$ cat config.mk
export PLATFORM = sky130hd
export DESIGN_NAME = tohost_monitor
export DESIGN_NICKNAME = d
export VERILOG_FILES = /design/src/rtl/tohost_monitor.sv
export SDC_FILE = /design/constraint.sdc
export NUM_CORES = 1
export LEC_CHECK = 0
export ABC_AREA = 1
export CAP_MARGIN = 20
export CORE_AREA = 2 2 109 111
export CTS_CLUSTER_SIZE = 28
export DETAILED_ROUTE_END_ITERATION = 7
export DIE_AREA = 0 0 111 113
export PLACE_DENSITY = 0.77
export SYNTH_ARGS = -nofsm -noshare
export SYNTH_HDL_FRONTEND = slang
export SYNTH_SLANG_ARGS = --single-unit
$ cat constraint.sdc
create_clock -name sys_clk -period 2.6 [get_ports sys_clk]
set_clock_uncertainty 0.1 [all_clocks]
set_input_delay 0.65 -clock sys_clk [delete_from_list [all_inputs] [get_ports sys_clk]]
set_output_delay 0.65 -clock sys_clk [all_outputs]
set_load 0.02 [all_outputs]
$ cat src/rtl/tohost_monitor.sv
// Monitors cpu->dmem store ports for riscv-tests tohost writes, decodes pass/fail/test number,
// raises a sticky halt request and runs a cycle watchdog while the test executes.
module tohost_monitor #(
    parameter int                XLEN           = 32,
    parameter int                NUM_PORTS      = 1,
    parameter logic [XLEN-1:0]   TOHOST_ADDR    = 'h1000,
    parameter int                TIMEOUT_CYCLES = 100000,
    parameter int                CNT_W          = 32
) (
    input  logic                          sys_clk,
    input  logic                          sys_rst,
    input  logic                          start,
    input  logic [NUM_PORTS*XLEN/8-1:0]   mem_we,
    input  logic [NUM_PORTS*XLEN-1:0]     mem_addr,
    input  logic [NUM_PORTS*XLEN-1:0]     mem_wdata,
    output logic                          busy,
    output logic                          done,
    output logic [1:0]                    status,
    output logic [XLEN-2:0]               fail_code,
    output logic [CNT_W-1:0]              cycle_count,
    output logic                          halt_req,
    output logic [2:0]                    state_dbg
);

    localparam int BE_W = XLEN / 8;
    localparam logic [CNT_W-1:0] TO_LAST =
        CNT_W'((TIMEOUT_CYCLES > 0) ? (TIMEOUT_CYCLES - 1) : 0);

    typedef enum logic [2:0] {
        ST_IDLE    = 3'd0,
        ST_RUN     = 3'd1,
        ST_PASS    = 3'd2,
        ST_FAIL    = 3'd3,
        ST_TIMEOUT = 3'd4
    } state_t;

    state_t state, next_state;

    logic            hit_valid;
    logic [XLEN-1:0] hit_data;
    logic            wd_expire;

    // Scan from the highest port down so the lowest port with a nonzero value wins.
    always_comb begin
        hit_valid = 1'b0;
        hit_data  = '0;
        for (int p = NUM_PORTS - 1; p >= 0; p--) begin
            if ((|mem_we[p*BE_W +: BE_W]) &&
                (mem_addr[p*XLEN +: XLEN] == TOHOST_ADDR) &&
                (mem_wdata[p*XLEN +: XLEN] != '0)) begin
                hit_valid = 1'b1;
                hit_data  = mem_wdata[p*XLEN +: XLEN];
            end
        end
    end

    assign wd_expire = (TIMEOUT_CYCLES > 0) && (cycle_count == TO_LAST);

    always_ff @(posedge sys_clk) begin
        if (sys_rst) begin
            state <= ST_IDLE;
        end else begin
            state <= next_state;
        end
    end

    always_comb begin
        next_state = state;
        case (state)
            ST_IDLE: begin
                if (start) begin
                    next_state = ST_RUN;
                end
            end
            ST_RUN: begin
                if (hit_valid) begin
                    next_state = (hit_data == XLEN'(1)) ? ST_PASS : ST_FAIL;
                end else if (wd_expire) begin
                    next_state = ST_TIMEOUT;
                end
            end
            default: next_state = state;
        endcase
    end

    always_comb begin
        busy      = 1'b0;
        done      = 1'b0;
        status    = 2'd0;
        state_dbg = state;
        case (state)
            ST_RUN:     busy = 1'b1;
            ST_PASS:    begin done = 1'b1; status = 2'd1; end
            ST_FAIL:    begin done = 1'b1; status = 2'd2; end
            ST_TIMEOUT: begin done = 1'b1; status = 2'd3; end
            default:    ;
        endcase
        halt_req = done;
    end

    // The counter stops on the edge that leaves RUN, so it holds the last RUN value.
    always_ff @(posedge sys_clk) begin
        if (sys_rst) begin
            cycle_count <= '0;
            fail_code   <= '0;
        end else begin
            case (state)
                ST_IDLE: begin
                    if (start) begin
                        cycle_count <= '0;
                    end
                end
                ST_RUN: begin
                    if (next_state == ST_RUN && cycle_count != '1) begin
                        cycle_count <= cycle_count + CNT_W'(1);
                    end
                    if (next_state == ST_FAIL) begin
                        fail_code <= hit_data[XLEN-1:1];
                    end
                end
                default: ;
            endcase
        end
    end

endmodule

After elaboration in Yosys (flattened, before gate mapping) --
Index checks and enable logic that the tools add are counted. Widths: inputs -> output; s select.
Storage, ports and cells: flip-flop bits (word level) 66, input port bits 71, output and inout port bits 71, logic and storage cells 39
Operators by class: add/sub/neg operators 1, equality and inequality tests 12, muxes and demuxes 13, reduce and logical (&&, ||, !) cells 10
Operators by type and width (number):
- $mux 32 | 3
- $pmux 32 s2 | 1
- $add 32x1->32 const B | 1
- $eq 32x1->1 const B | 1
- $eq 32x13->1 const B | 1
- $eq 32x17->1 const B | 1
- $ne 32x32->1 const B | 1
- $reduce_bool 32->1 | 1
- $eq 3x2->1 const B | 3
- $mux 3 | 3
- $eq 3x1->1 const B | 2
- $pmux 2 s3 | 1
- $pmux 3 s2 | 1
- $mux 1 | 4
- $ne 2x2->1 const B | 2
- $reduce_or 4->1 | 1
- $eq 3x3->1 const B | 1
- $logic_and 1x1->1 | 3
- $logic_not 3->1 | 1
- $reduce_and 3->1 | 1
- $reduce_or 3->1 | 1
- $reduce_and 2->1 | 1
- $reduce_bool 2->1 | 1

Logic depth before layout (Yosys ltp) --
depth after elaboration 12, gate-level depth with buffers 14, gate-level depth less buffers 14

Worst setup path after synthesis --
No wires, ideal clock.
path type register to register, from register cycle_count[0], to register cycle_count[4], setup time 113 ps, arrival 1940 ps, data required time 2387 ps, slack 446 ps, cell stages (with the launch flop) 14, buffers on the path 1, period minus slack after synthesis 2154 ps, path through dfxtp_1 > ha_1 > nand2_1 > nor2_4 > nand2_2 > nor2_4 > nand4_2 > nor2_2 > nand4_1 > nand2_2 > nand2_4 > buf_2 > nor2_1 > nor2_1
On the way: longest elaborated chain between the ends 8, elaborated cells on any way between the ends 12, those cells by class add/sub (1); eq/ne (4); mux (5); reduce/logical (2)
Ends and longest elaborated chain:
- start, declared | line 20 | output logic [CNT_W-1:0] cycle_count,
- start signal, assigned | line 115 | cycle_count <= cycle_count + CNT_W'(1);
- $eq 32x17->1 | line 57 | assign wd_expire = (TIMEOUT_CYCLES > 0) && (cycle_count == TO_LAST);
- $mux 3 | line 78 | end else if (wd_expire) begin
- $mux 3 | line 76 | if (hit_valid) begin
- $pmux 3 s2 | line 69 | case (state)
- $eq 3x1->1 | line 114 | if (next_state == ST_RUN && cycle_count != '1) begin
- $logic_and 1x1->1 | line 114
- $ne 2x2->1 (no line)
- $reduce_and 3->1 (no line)
Parallel ways exist; a longest one is shown, timed or not. The select of a mux whose other input is x is not followed. A chain may end at the register's enable or synchronous reset.

Worst setup path in the final report --
from register state[0], in the netlist state_dbg[0], to output status[1]
On the way: longest elaborated chain between the ends 2, elaborated cells on any way between the ends 4, those cells by class eq/ne (3); mux (1)
Ends and longest elaborated chain:
- start, declared | line 37 | state_t state, next_state;
- start signal, assigned | line 63 | state <= next_state;
- $eq 3x3->1 or $eq 3x2->1 (tied branches) | line 91 | case (state)
- $pmux 2 s3 * | line 91
- end, declared | line 18 | output logic [1:0] status,
Every way passes the cells marked *; elsewhere a longest branch is shown, timed or not.

==> metrics.csv <==
stage,metric,value,unit
cts,Clock Sinks,66,
global_routing,initial antenna violation count,0,
job,Max Cap Viol,0,
critical_path,max incr delay on CP,0.66,ns
final_layout,layout cells sized above 1,10.41,%
cts,"Clk pin slew, worst setup/hold paths",0.06,ns
critical_path,RR Endpoint,cycle_count[22],
floorplanning,I/O Pins,142,
critical_path,CP arrival,1.72,ns
status,outcome,"finished, final reports clean",
hold_path,min-delay worst type,reg2reg,
drt,Initial DRC Count,247,
final_layout,Inserted Diodes,0,
logic_synthesis,Cells after Synth,646,
power,Peak VDD IR,0.3152,mV
critical_path,R2R Path Start,cycle_count[0],
timing,Final Max Slew Viols,0,
timing,Final Hold Vio Count,0,
timing,fin crit share,94.91,%
drt,# DRC,0,
timing,Max-slew headroom,72.02,%
floorplanning,Chip Width,111,um
critical_path,Worst Path Required,1.85,ns
power,Lkg Pwr,2.584,nW
global_routing,GRT Total Usage,20.24,%
logic_synthesis,Synth top cells by count,"nand2_1 (130), nor2_1 (122), inv_1 (87)",
place,dpl hpwl,9.501,mm
drt,DR vias/cell,4.829,
hold_path,hold_sp,cycle_count[14],
critical_path,crit-path cells,inv_1 > o21ai_0 > clkdlybuf4s50_1,
critical_path,r2r worst-path depth,14,
critical_path,Setup CP Type,reg2out,
critical_path,CP startpoint kind,flop,
floorplanning,Initial Util,34.82,%
drt,First-pass DRT Iterations,4,
hold_path,worst hold stages,2,
logic_synthesis,most common cell in the netlist,nand2_1,
final_layout,post-route cell area,6148,um^2
cts,clock buffer depth,2,
drt,DRT antenna net count,0,
critical_path,largest fanout on the critical path,5,
global_routing,largest net degree at the start of global routing,35,
timing,final setup vio count,0,
hold_path,Hold Path Sink,cycle_count[14],
floorplanning,chip height,113,um
logic_synthesis,#FFs+latches synth,66,
timing,setup TNS,0,ns
place,Area after DPL,5720,um^2
timing,Tmin final,2.468,ns
drt,routed wire length,12.97,mm
global_routing,number of global-route vias before repair,4368,
drt,routed via count,4679,
logic_synthesis,async set-or-reset flop fraction in the synthesized netlist,0,%
logic_synthesis,Ys Warns,0,
floorplanning,Core Footprint,11270,um^2
critical_path,slack of the worst reg-to-reg path,0.26,ns
logic_synthesis,post-synth top area cell,dfxtp_1,
final_layout,Layout Nets,893,
logic_synthesis,Mapped Area,3925,um^2
critical_path,Crit. End Element,output pin,
place,IO buf count,141,
place,RePlAce Congestion,0.9631,
timing,max frequency,405.2,MHz
final_layout,Synth-to-Final Area Change,56.65,%
cts,TritonCTS clock tree,yes,
global_routing,first-pass GRT wire length,20.82,mm
logic_synthesis,ys flop type,dfxtp_1,
cts,H-tree levels,3,
critical_path,critical path's slowest cell,clkdlybuf4s50_1,
logic_synthesis,top cell type's share of synthesized area,33.66,%
power,Pwr Density,472.3,nW/um^2
timing,RSZ-0062 raised after global routing,no,
logic_synthesis,Mapped Nets,718,
global_routing,remaining global-route overflow,0,
logic_synthesis,Netlist cell types,32,
cts,# hold bufs at CTS,0,
floorplanning,Row Count,39,
cts,worst skew pair latency,0.33,ns
timing,final hold slack,0.4299,ns
floorplanning,die area,12540,um^2
logic_synthesis,Post-Syn Area per Cell,6.076,um^2
drt,DR WL/cell,13.38,um
cts,CTS root buf,clkbuf_16,
logic_synthesis,"top cells by area, synth","dfxtp_1 (34%), nand2_1 (12%), nor2_1 (12%)",
logic_synthesis,register area share after synthesis,33.66,%
logic_synthesis,"EDFF count, synth",0,
cts,TritonCTS Buffers,9,
timing,Worst-Margin Slew,0.4158,ns
-- power breakdown --
group / internal (mW) / switching [mW] / total [mW]
registers: 1.05 / 0.0687 / 1.12
clock network: 0.740 / 0.473 / 1.21
logic: 0.289 / 0.279 / 0.568
total: 2.08 / 0.821 / 2.90
-- cells in the final DEF, fill, tap and decap left out, types with 2 or more instances in the layout --
master / n
nor2_2: 5
nor2_4: 8
nand2_2: 3
buf_4: 39
nor3_1: 25
nor4_1: 3
nand3b_1: 5
nand2_1: 130
buf_12: 5
clkbuf_16: 9
dfxtp_1: 66
a21oi_1: 40
xor2_1: 3
clkinv_2: 3
clkdlybuf4s50_1: 141
o211ai_1: 3
clkinv_1: 2
nand4_1: 27
nor2_1: 118
inv_2: 2
or2_2: 5
inv_1: 87
clkinv_4: 2
o21ai_0: 41
nand3_1: 43
-- through the flow --
step           instances  setup WS, ns  utilization, %  power [mW]
2_1_floorplan        646        0.4464               -       1.411
3_3_place_gp         945       -0.4301           50.75       1.703
3_5_place_dp         945       -0.5356           50.75       1.711
4_1_cts              962       0.01663           53.49       2.913
5_1_grt              969      0.007681           54.55       3.045
6_report             969        0.1323           54.55       2.904
-- kinds of logic (layout without fill, tap and decap cells) --
group	count (synthesis)	after routing	synth area share, %
flops	66	66	33.66
xor+xnor	3	3	0.6696
simple gates	373	376	41.95
compound gates	88	88	11.64
buf+inv	115	292	11.76
fa+ha+maj	1	1	0.3187
-- sequential cells by signal (all words and copies together), names as in the netlist --
name,flops
cycle_count,32
fail_code,31
state_dbg,3
-- layout make-up --
| type | instances | area, um^2 |
|---|---|---|
| well taps | 143 | 178.9 |
| repair buffers | 185 | 1804 |
| clock buffers | 9 | 225.2 |
| clock inverters | 7 | 70.07 |
| fillers | 1098 | 5124 |
| flip-flops and latches | 66 | 1321 |
| multi-input cells | 468 | 2207 |
| inverters | 91 | 341.6 |
-- timing repair --
action / CTS / global route
pin swaps: 1 / 3
setup endpoints to repair: 32 / 63
gates resized for setup: 2 / 7
cloned: 1 / 2
buffers inserted: 0 / 5
-- critical path, delay by kind of cell (launching register included) --
family | cells | cell delay (ns)
AOI/OAI and AO/OA | 1 | 0.22
buffers and inverters | 2 | 0.77
DFF | 1 | 0.40
-- layer usage --
| layer | part of all wire (%) | wire length, um | global-route usage [%] | up-vias |
|---|---|---|---|---|
| met1 | 40 | 5233 | 23.69 | 2042 |
| met5 | 0 | 0 | 0 | - |
| met3 | 10 | 1300 | 7.017 | 17 |
| met2 | 48 | 6248 | 35.30 | 191 |
| li1 | - | - | - | 2429 |
| met4 | 1.4 | 184 | 5.750 | 0 |
-- worst max-delay path by stage --
stage / end / slack (ns) / start
global route: fail_code[0] / 0.008 / mem_addr[5]
floorplan: cycle_count[4] / 0.45 / cycle_count[0]
finish: status[1] / 0.13 / state_dbg[0]
CTS: busy / 0.02 / state_dbg[2]
detailed placement: fail_code[23] / -0.54 / mem_we[0]
global placement: fail_code[22] / -0.43 / mem_we[1]
No activity file was read; power rests on OpenSTA's default activity.
